`config.mk`:
```
export PLATFORM = sky130hd
export DESIGN_NAME = gnw_sdram_arb
export DESIGN_NICKNAME = d
export VERILOG_FILES = /design/src/rtl/gnw_arb_pkg.sv /design/src/rtl/gnw_arb_rdcache.sv /design/src/rtl/gnw_sdram_arb.sv
export SDC_FILE = /design/constraint.sdc
export NUM_CORES = 1
export LEC_CHECK = 0
export BUFFER_PORTS_ARGS = -buffer_cell sky130_fd_sc_hd__buf_2
export CORE_UTILIZATION = 53
export CTS_CLUSTER_SIZE = 28
export DETAILED_ROUTE_END_ITERATION = 10
export MAX_ROUTING_LAYER = met4
export PLACE_DENSITY = 0.8
export SLEW_MARGIN = 20
export SYNTH_ARGS = -nofsm -noshare
export SYNTH_HDL_FRONTEND = slang
export SYNTH_SLANG_ARGS = --single-unit
```
`constraint.sdc`:
```
create_clock -name clk -period 2.3 [get_ports clk]
set_input_delay 0.23 -clock clk [delete_from_list [all_inputs] [get_ports clk]]
set_output_delay 0.23 -clock clk [all_outputs]
set_load 0.05 [all_outputs]
```
`src/rtl/gnw_arb_pkg.sv`:
```
// Shared types and constants for the Game & Watch SDRAM port arbiter.
package gnw_arb_pkg;

    typedef enum logic [1:0] {
        IDLE    = 2'd0,
        WRITE   = 2'd1,
        READ    = 2'd2,
        RECOVER = 2'd3
    } arb_state_t;

    localparam int HDR_BYTES_DEFAULT = 13;

    localparam int ERR_TIMEOUT = 0;
    localparam int ERR_OVERRUN = 1;

endpackage

```
`src/rtl/gnw_arb_rdcache.sv`:
```
// Single-entry LCD read cache; the tag is the header-shifted SDRAM address.
module gnw_arb_rdcache
    import gnw_arb_pkg::*;
#(
    parameter int ADDR_W = 25
) (
    input  logic              clk,
    input  logic              rst_n,
    input  logic [ADDR_W-1:0] lookup_addr,
    output logic              hit,
    output logic [7:0]        hit_data,
    input  logic              fill,
    input  logic [ADDR_W-1:0] fill_addr,
    input  logic [7:0]        fill_data,
    input  logic              inv_wr,
    input  logic [ADDR_W-1:0] wr_addr,
    input  logic              inv_all
);

    logic              valid;
    logic [ADDR_W-1:0] tag;
    logic [7:0]        data;

    always_ff @(posedge clk or negedge rst_n) begin
        if (!rst_n) begin
            valid <= 1'b0;
            tag   <= '0;
            data  <= '0;
        end else if (inv_all) begin
            valid <= 1'b0;
        end else if (fill) begin
            valid <= 1'b1;
            tag   <= fill_addr;
            data  <= fill_data;
        end else if (inv_wr && (wr_addr == tag)) begin
            valid <= 1'b0;
        end
    end

    assign hit      = valid && (lookup_addr == tag);
    assign hit_data = data;

endmodule

```
`src/rtl/gnw_sdram_arb.sv`:
```
// SDRAM port arbiter: HPS download writes vs. LCD byte reads, with header offset and backpressure.
// Optional single-entry read cache enabled by defining GNW_ARB_RDCACHE_EN.
//
// state   | meaning
// IDLE    | no command outstanding; pending write wins over a read
// WRITE   | sd_we issued, waiting for sd_ready
// READ    | sd_rd issued, waiting for sd_ready
// RECOVER | one cycle after a timeout, access abandoned
module gnw_sdram_arb
    import gnw_arb_pkg::*;
#(
    parameter int ADDR_W    = 25,
    parameter int HDR_BYTES = HDR_BYTES_DEFAULT,
    parameter int TIMEOUT   = 63
) (
    input  logic              clk,
    input  logic              rst_n,
    input  logic              dl_active,
    input  logic              dl_wr,
    input  logic [ADDR_W-1:0] dl_addr,
    input  logic [7:0]        dl_data,
    output logic              dl_wait,
    input  logic              rd_req,
    input  logic [ADDR_W-1:0] rd_addr,
    output logic [7:0]        rd_data,
    output logic              rd_valid,
    output logic [ADDR_W-1:0] sd_addr,
    output logic [7:0]        sd_din,
    output logic              sd_we,
    output logic              sd_rd,
    input  logic [7:0]        sd_dout,
    input  logic              sd_ready,
    output logic              busy,
    output logic [1:0]        err
);

    localparam int                CNT_W    = $clog2(TIMEOUT + 1);
    localparam logic [CNT_W-1:0]  CNT_LAST = CNT_W'(TIMEOUT - 1);
    localparam logic [ADDR_W-1:0] HDR_OFS  = ADDR_W'(HDR_BYTES);

    arb_state_t        state, state_nxt;
    logic              pend, pend_nxt;
    logic [ADDR_W-1:0] pend_addr, pend_addr_nxt;
    logic [7:0]        pend_data, pend_data_nxt;
    logic [CNT_W-1:0]  cnt, cnt_nxt;
    logic [1:0]        err_nxt;
    logic              dl_active_q, dl_rise;
    logic [ADDR_W-1:0] sd_addr_nxt, rd_addr_sh, wr_addr;
    logic [7:0]        sd_din_nxt, rd_data_nxt, wr_data;
    logic              sd_we_nxt, sd_rd_nxt, rd_valid_nxt;
    logic              cache_hit, cache_fill, cache_inv_wr, cache_inv_all;
    logic [7:0]        cache_data;

    assign dl_rise    = dl_active & ~dl_active_q;
    assign rd_addr_sh = rd_addr + HDR_OFS;
    // A fresh dl_wr in IDLE is issued straight away, without waiting for the pending register.
    assign wr_addr    = pend ? pend_addr : dl_addr;
    assign wr_data    = pend ? pend_data : dl_data;
    assign dl_wait    = pend;

    always_comb begin
        state_nxt     = state;
        pend_nxt      = pend;
        pend_addr_nxt = pend_addr;
        pend_data_nxt = pend_data;
        cnt_nxt       = cnt;
        err_nxt       = dl_rise ? 2'b00 : err;
        sd_addr_nxt   = sd_addr;
        sd_din_nxt    = sd_din;
        sd_we_nxt     = 1'b0;
        sd_rd_nxt     = 1'b0;
        rd_valid_nxt  = 1'b0;
        rd_data_nxt   = rd_data;
        cache_fill    = 1'b0;
        cache_inv_wr  = 1'b0;
        cache_inv_all = dl_rise;

        if (dl_wr) begin
            if (pend) begin
                err_nxt[ERR_OVERRUN] = 1'b1;
            end else begin
                pend_nxt      = 1'b1;
                pend_addr_nxt = dl_addr;
                pend_data_nxt = dl_data;
            end
        end

        case (state)
            IDLE: begin
                if (pend || dl_wr) begin
                    state_nxt    = WRITE;
                    cnt_nxt      = '0;
                    sd_addr_nxt  = wr_addr;
                    sd_din_nxt   = wr_data;
                    sd_we_nxt    = 1'b1;
                    cache_inv_wr = 1'b1;
                end else if (rd_req && !dl_active && !rd_valid) begin
                    if (cache_hit) begin
                        rd_valid_nxt = 1'b1;
                        rd_data_nxt  = cache_data;
                    end else begin
                        state_nxt   = READ;
                        cnt_nxt     = '0;
                        sd_addr_nxt = rd_addr_sh;
                        sd_rd_nxt   = 1'b1;
                    end
                end
            end
            WRITE: begin
                if (sd_ready) begin
                    pend_nxt  = 1'b0;
                    state_nxt = IDLE;
                end else if (cnt == CNT_LAST) begin
                    pend_nxt             = 1'b0;
                    err_nxt[ERR_TIMEOUT] = 1'b1;
                    cache_inv_all        = 1'b1;
                    state_nxt            = RECOVER;
                end else begin
                    cnt_nxt = cnt + 1'b1;
                end
            end
            READ: begin
                if (sd_ready) begin
                    rd_valid_nxt = 1'b1;
                    rd_data_nxt  = sd_dout;
                    cache_fill   = 1'b1;
                    state_nxt    = IDLE;
                end else if (cnt == CNT_LAST) begin
                    err_nxt[ERR_TIMEOUT] = 1'b1;
                    cache_inv_all        = 1'b1;
                    state_nxt            = RECOVER;
                end else begin
                    cnt_nxt = cnt + 1'b1;
                end
            end
            RECOVER: state_nxt = IDLE;
            default: state_nxt = IDLE;
        endcase
    end

    always_ff @(posedge clk or negedge rst_n) begin
        if (!rst_n) begin
            state       <= IDLE;
            pend        <= 1'b0;
            pend_addr   <= '0;
            pend_data   <= '0;
            cnt         <= '0;
            err         <= 2'b00;
            dl_active_q <= 1'b0;
            sd_addr     <= '0;
            sd_din      <= '0;
            sd_we       <= 1'b0;
            sd_rd       <= 1'b0;
            rd_valid    <= 1'b0;
            rd_data     <= '0;
            busy        <= 1'b0;
        end else begin
            state       <= state_nxt;
            pend        <= pend_nxt;
            pend_addr   <= pend_addr_nxt;
            pend_data   <= pend_data_nxt;
            cnt         <= cnt_nxt;
            err         <= err_nxt;
            dl_active_q <= dl_active;
            sd_addr     <= sd_addr_nxt;
            sd_din      <= sd_din_nxt;
            sd_we       <= sd_we_nxt;
            sd_rd       <= sd_rd_nxt;
            rd_valid    <= rd_valid_nxt;
            rd_data     <= rd_data_nxt;
            busy        <= (state_nxt != IDLE);
        end
    end

`ifdef GNW_ARB_RDCACHE_EN
    gnw_arb_rdcache #(
        .ADDR_W(ADDR_W)
    ) u_rdcache (
        .clk        (clk),
        .rst_n      (rst_n),
        .lookup_addr(rd_addr_sh),
        .hit        (cache_hit),
        .hit_data   (cache_data),
        .fill       (cache_fill),
        .fill_addr  (sd_addr),
        .fill_data  (sd_dout),
        .inv_wr     (cache_inv_wr),
        .wr_addr    (wr_addr),
        .inv_all    (cache_inv_all)
    );
`else
    logic unused_cache;
    assign cache_hit    = 1'b0;
    assign cache_data   = 8'h00;
    assign unused_cache = ^{cache_fill, cache_inv_wr, cache_inv_all};
`endif

endmodule

```
==> flow_summary.toml, run 1 <==
[sta]
final.setup.worst_slack_ns = 0.276
rsz0062_at_grt = "false"
tns_ns = 0
slew_viol_final = 0
period_share_pct = 88.0
hold_viol_final = 0
worstMarginPinSlew_ns = 0.704
setup_viol = 0
skew_ns = 0.00961
period_minus_slack_ns = 2.02
max_slew_margin_pct = 53.0
max_freq_mhz = 494

[placement]
dpl_cell_area_um2 = 5220
port-buffer-count = 119
dpl.cell_count = 679
dp_hpwl_mm = 8.21
gp_congestion = 0.853
post-place-ws_ns = 0.333

[die]
core_um2 = 8220
dieArea_um2 = 8880
rows = 33
die_x_um = 94.2
initial_core_util_pct = 54.9
die_h_um = 94.2
io_pins = 120

[clocking]
clkTransAtPathRegs_ns = 0.09
cts_buffers = 9
cts_root_buf = "clkbuf_8"
htreeDepth = 3
postCtsHoldBufs = 1
cts_setup_buffers = 0
clkLatencyLatePin_ns = 0.35
clockBufferDepth = 2
cts_tree = "built"
clock_sinks = 90
cts.repair.resized = 0

[yosys]
synth_edf_count = 0
synth_area_leaders = "dfrtp_1 (50%), nand2_1 (9.9%), xnor2_1 (4.1%)"
synth_top_flop_cell = "dfrtp_1"
synth_top_cell_area_share_pct = 50.0
ys_async_sr_fraction_pct = 100
synth-seq-cells = 90
synth_cells = 467
syn_avg_cell_area_um2 = 9.65
ys.warnings.count = 0
synth_nets = 546
yosysSeqAreaShare_pct = 50.0
synth_largest_area_cell = "dfrtp_1"
synthDistinctLibCells = 53
synth_area_um2 = 4510

[cells_and_area]
syn_to_final_growth_pct = 21.6
fillers = 670
final_util_pct = 66.7
antenna_cells = 0
post-route-cell-area_um2 = 5480
nets = 665
layout-drive-gt1-share_pct = 29.1
finalNonFillerCells = 696

[grt]
grt_max_degree = 37
grt_pass1_wl_mm = 18.4
grt_pass1_vias = 3875
grt_use_total_pct = 27.8
antenna_found_initial = 0
grt.overflow.total = 0

[worst_hold_path]
worstHoldPathCells = 1
hold_path_startpoint = "dl_active"
hold_path_end = "dl_active_q$_DFF_PN0_"
worst_hold_path_type = "in -> reg"

[critical_path]
path_class = "reg -> reg"
cp.arrival_ns = 2.25
cpPeakStageDelay_ns = 0.54
ff2ff_setup_slack_ns = 0.28
reg2reg_to = "cnt[2]$_DFFE_PN0P_"
crit_family = "compound AO/OA/AOI/OAI gates"
cp.required_ns = 2.53
critPathMaxFanout = 7
reg2regPathDepth = 7
worst_setup_path_end_kind = "flop"
startpoint_type = "flop"
cpMostUsedCell = "inv_1"
worstPathBufferInverterCount = 2
slowest_stage = "o31ai_2"
r2r-start = "state[0]$_DFF_PN0_"
crit_chain = "inv_1 -> ha_1 -> inv_1 -> o31ai_2 -> nor3b_1 -> xnor2_1 -> nor2_1"

[power_and_ir_drop]
p_per_area_nw_per_um2 = 1430
ir_drop_mv = 0.851
switching_power_mw = 3.65
clkPwrFrac_pct = 17.0
p_sw_share_pct = 46.6
p_leak_nw = 2.69
combPwrFrac_pct = 48.9
p_int_mw = 4.19
seq_power_share_pct = 34.1

[detailed_routing]
vias = 3938
dr.pass1.iters = 6
drc = 0
drt_iter0_markers = 297
totalWireLength_mm = 11.4
post_drt_wl_per_cell_um = 16.3
via_per_inst = 5.66
drt.antenna.violating_nets = 0

[outcome]
status = "complete, no violations"

[job]
maxCapViolCount = 0
==> cell families after synthesis <==
| family | count (synthesis) | synth area share, % |
|---|---|---|
| compound gates | 85 | 13.3 |
| xor+xnor | 26 | 5.05 |
| fa+ha+maj | 7 | 1.94 |
| buf+inv | 32 | 3.50 |
| flops | 90 | 50.0 |
| mux | 21 | 4.88 |
| simple gates | 206 | 21.4 |
==> how the worst max path moves through the flow <==
stage / slack, ns / startpoint / endpoint / depth (start not counted)
after floorplan: 0.54 / rd_valid$_DFF_PN0_ / sd_addr[23]$_DFFE_PN0P_ / 6
after global placement: 0.49 / state[1]$_DFF_PN0_ / cnt[2]$_DFFE_PN0P_ / 7
after detailed placement: 0.33 / state[1]$_DFF_PN0_ / cnt[2]$_DFFE_PN0P_ / 7
after CTS: 0.30 / state[0]$_DFF_PN0_ / cnt[2]$_DFFE_PN0P_ / 7
after global routing: 0.14 / state[0]$_DFF_PN0_ / cnt[4]$_DFFE_PN0P_ / 7
final: 0.28 / state[0]$_DFF_PN0_ / cnt[2]$_DFFE_PN0P_ / 7
==> state kept, by name, summed over array words and instances, names as in the netlist <==
signal       count
pend_addr       25
sd_addr         25
pend_data        8
rd_data          8
sd_din           8
cnt              6
err              2
state            2
busy             1
dl_active_q      1
dl_wait          1
rd_valid         1
sd_rd            1
sd_we            1
==> power by group through the flow <==
stage          Sequential (mW)  Combinational, mW  Clock [mW]
2_1_floorplan             3.89               1.63           0
3_3_place_gp              2.65               3.73           0
3_5_place_dp              2.69               3.82           0
4_1_cts                   2.67               3.84        1.35
5_1_grt                   2.75               4.13        1.41
6_report                  2.67               3.83        1.33
==> layout make-up <==
type / count / area [um2] / share of cell area [%]
Inverter: 8 / 30.0 / 0.548
Timing Repair Buffer: 132 / 711 / 13.0
Multi-Input combinational cell: 345 / 2110 / 38.4
Sequential cell: 90 / 2250 / 41.1
Clock inverter: 4 / 97.6 / 1.78
Clock buffer: 12 / 155 / 2.83
Tap cell: 105 / 131 / 2.40
==> cells in the final DEF, fill, tap and decap left out, drive strengths merged, types with 3 or more instances in the layout <==
cell type and count:
nand3 6, bufinv 3, xor2 5, o211ai 3, o22ai 14, inv 8
a21oi 16, xnor2 21, ha 7, or2 4, a211oi 3, nor2 38
buf 131, nand4 4, o21ai 19, clkbuf 12, and3 3, a221oi 14
nor3b 3, and4 4, o221ai 6, nor2b 3, nand2 121, nor3 11
mux2 8, dfrtp 90, nand2b 4, mux2i 13
==> synthesized netlist by cell type, types with 2 or more instances <==
cell type / n
mux2i_1: 13
buf_4: 2
nand3_1: 6
or2_1: 2
buf_6: 2
and3_1: 3
nor3b_1: 3
o22ai_1: 13
nand2_1: 119
nor4b_2: 2
inv_1: 8
o211ai_1: 3
o221ai_1: 6
nand2b_1: 4
dfrtp_1: 90
xor2_1: 5
a211oi_1: 3
ha_1: 7
nand4_1: 3
nor2_1: 37
o21ai_0: 18
buf_2: 12
nor3_1: 9
or2_2: 2
a221oi_1: 13
xnor2_1: 21
o41ai_1: 2
mux2_2: 8
clkbuf_1: 7
a21oi_1: 16
and4_1: 4
nor2b_1: 3
==> per-stage QoR <==
step                      total power [mW]  hold slack, ns
final                                 7.83          0.0485
after global routing                  8.29          0.0459
after CTS                             7.86          0.0376
after detailed placement              6.51           0.223
after global placement                6.39           0.223
after floorplan                       5.52         -0.0656
==> metal layers <==
layer	part of all wire, %	wire length, um	vias up	track usage [%]
met2	50	5660	138	45.2
met3	5.6	638	22	4.53
met4	2.2	246	0	10.8
met1	42	4800	1923	34.8
met5	0	0	-	-
li1	-	-	1855	-
(Power assumes the default switching activity.)
==> run 2, diff against run 1 <==
- CORE_UTILIZATION: 53 -> 59
- CTS_BUF_LIST: not set -> sky130_fd_sc_hd__clkbuf_4 sky130_fd_sc_hd__clkbuf_8
- PLACE_DENSITY: 0.8 -> 0.88
- clock period: 2.3 -> 2.6 ns (I/O delays scaled with it)
==> run 2 against run 1 <==
Compared with the run above:
- core utilization is 6.8 points higher
- critical path depth did not move
- register-to-register slack improved by 0.30 ns
- global-route usage up 2.0 points
- combinational power shrank 11%
- flip-flop and latch count is the same
- largest power group unchanged
==> flow_summary.toml, run 2 (synthesis results as in run 1) <==
[outcome]
status = "complete, no violations"

[grt]
grt_max_degree = 56
grt.overflow.total = 0
grt_pass1_vias = 3775
grt_use_total_pct = 29.8
grt_pass1_wl_mm = 17.4
antenna_found_initial = 0

[critical_path]
ff2ff_setup_slack_ns = 0.58
critPathMaxFanout = 7
startpoint_type = "flop"
reg2regPathDepth = 7
cp.required_ns = 2.83
worst_setup_path_end_kind = "flop"
path_class = "reg -> reg"
r2r-start = "state[0]$_DFF_PN0_"
reg2reg_to = "cnt[2]$_DFFE_PN0P_"
cp.arrival_ns = 2.26

[cells_and_area]
nets = 664
final_common_cell = "nand2_1"
post-route-cell-area_um2 = 5390
fillers = 503
final_cell_mix = "nand2_1 (119), buf_2 (118), dfrtp_1 (90), nor2_1 (37), xnor2_1 (21)"
layout-drive-gt1-share_pct = 29.2
reg.largest.list = "pend_addr (25), sd_addr (25)"
syn_to_final_growth_pct = 19.6
antenna_cells = 0

[sta]
period_minus_slack_ns = 2.02
max_freq_mhz = 495
hold_viol_final = 0
max_slew_margin_pct = 43.1
worstMarginPinSlew_ns = 0.851
period_share_pct = 77.8
skew_ns = 0.0132
slew_viol_final = 0
rsz0062_at_grt = "false"
tns_ns = 0
setup_viol = 0

[worst_hold_path]
hold_path_end = "dl_active_q$_DFF_PN0_"
worst_hold_path_type = "in -> reg"
hold_path_startpoint = "dl_active"
worstHoldPathCells = 1

[clocking]
clkLatencyLatePin_ns = 0.36
clock_sinks = 90
postCtsHoldBufs = 1
cts_root_buf = "clkbuf_8"
htreeDepth = 3
cts_tree = "built"
cts.repair.resized = 0
clockBufferDepth = 2
clkTransAtPathRegs_ns = 0.09
cts_buffers = 9
cts_setup_buffers = 0

[die]
initial_core_util_pct = 61.5
rows = 31
dieArea_um2 = 7990
io_pins = 120
die_x_um = 89.4
core_um2 = 7330
die_h_um = 89.4

[detailed_routing]
drc = 0
totalWireLength_mm = 11.1
drt_iter0_markers = 334
dr.pass1.iters = 5
post_drt_wl_per_cell_um = 16.0
drt.antenna.violating_nets = 0
via_per_inst = 5.80
vias = 3996

[power_and_ir_drop]
combPwrFrac_pct = 51.2
switching_power_mw = 3.27
p_leak_nw = 2.64
seq_power_share_pct = 35.6
p_int_mw = 3.38
p_per_area_nw_per_um2 = 1230
ir_drop_mv = 0.807
p_sw_share_pct = 49.1
clkPwrFrac_pct = 13.2

[placement]
port-buffer-count = 119
gp_congestion = 0.887
dpl_cell_area_um2 = 5200
dp_hpwl_mm = 8.01

[job]
maxCapViolCount = 0
[run 2: area by class of cell]
cell class	count	area, um2	area share [%]
inverters	8	30.0	0.557
repair buffers	131	703	13.0
clock inverters	5	38.8	0.719
flip-flops and latches	90	2250	41.8
multi-input cells	345	2110	39.0
clock buffers	11	139	2.58
well taps	99	124	2.30
[run 2: worst max path at each step]
stage	slack, ns	end	startpoint
5_1_grt	0.42	cnt[2]$_DFFE_PN0P_	state[0]$_DFF_PN0_
2_1_floorplan	0.84	sd_addr[23]$_DFFE_PN0P_	rd_valid$_DFF_PN0_
3_5_place_dp	0.64	cnt[2]$_DFFE_PN0P_	state[0]$_DFF_PN0_
6_report	0.58	cnt[2]$_DFFE_PN0P_	state[0]$_DFF_PN0_
4_1_cts	0.62	cnt[2]$_DFFE_PN0P_	state[0]$_DFF_PN0_
3_3_place_gp	0.79	cnt[4]$_DFFE_PN0P_	state[1]$_DFF_PN0_
[run 2: worst max-delay path, cell delays in order, from the launching register on]
cell and delay (ns):
dfrtp_1 0.39, inv_1 0.09, ha_1 0.36, inv_1 0.08, o31ai_2 0.56, nor3b_1 0.16, xnor2_1 0.19, nor2_1 0.06
[run 2: metal layers]
metal,part of all wire [%],wire (um),GRT usage (%),up-vias
met3,4.8,527,3.88,26
met4,2.4,260,12.8,0
li1,-,-,-,1860
met1,43,4740,37.2,1948
met2,50,5530,48.9,162
met5,0,0,-,-
[run 2: stage by stage]
stage	hold WS (ns)	util, %	instances	worst slack, ns	power (mW)
floorplan	-0.0356	-	467	0.840	4.89
global placement	0.237	71.0	672	0.793	5.61
detailed placement	0.245	71.0	672	0.645	5.78
CTS	0.0602	73.6	689	0.624	6.64
global route	0.0628	73.6	689	0.422	7.05
finish	0.0753	73.6	689	0.578	6.65
[run 2: power groups by stage]
stage | logic [mW] | registers, mW | clock network, mW
finish | 3.40 | 2.37 | 0.881
global route | 3.69 | 2.42 | 0.943
CTS | 3.40 | 2.36 | 0.880
detailed placement | 3.39 | 2.38 | 0
global placement | 3.28 | 2.34 | 0
floorplan | 1.44 | 3.44 | 0
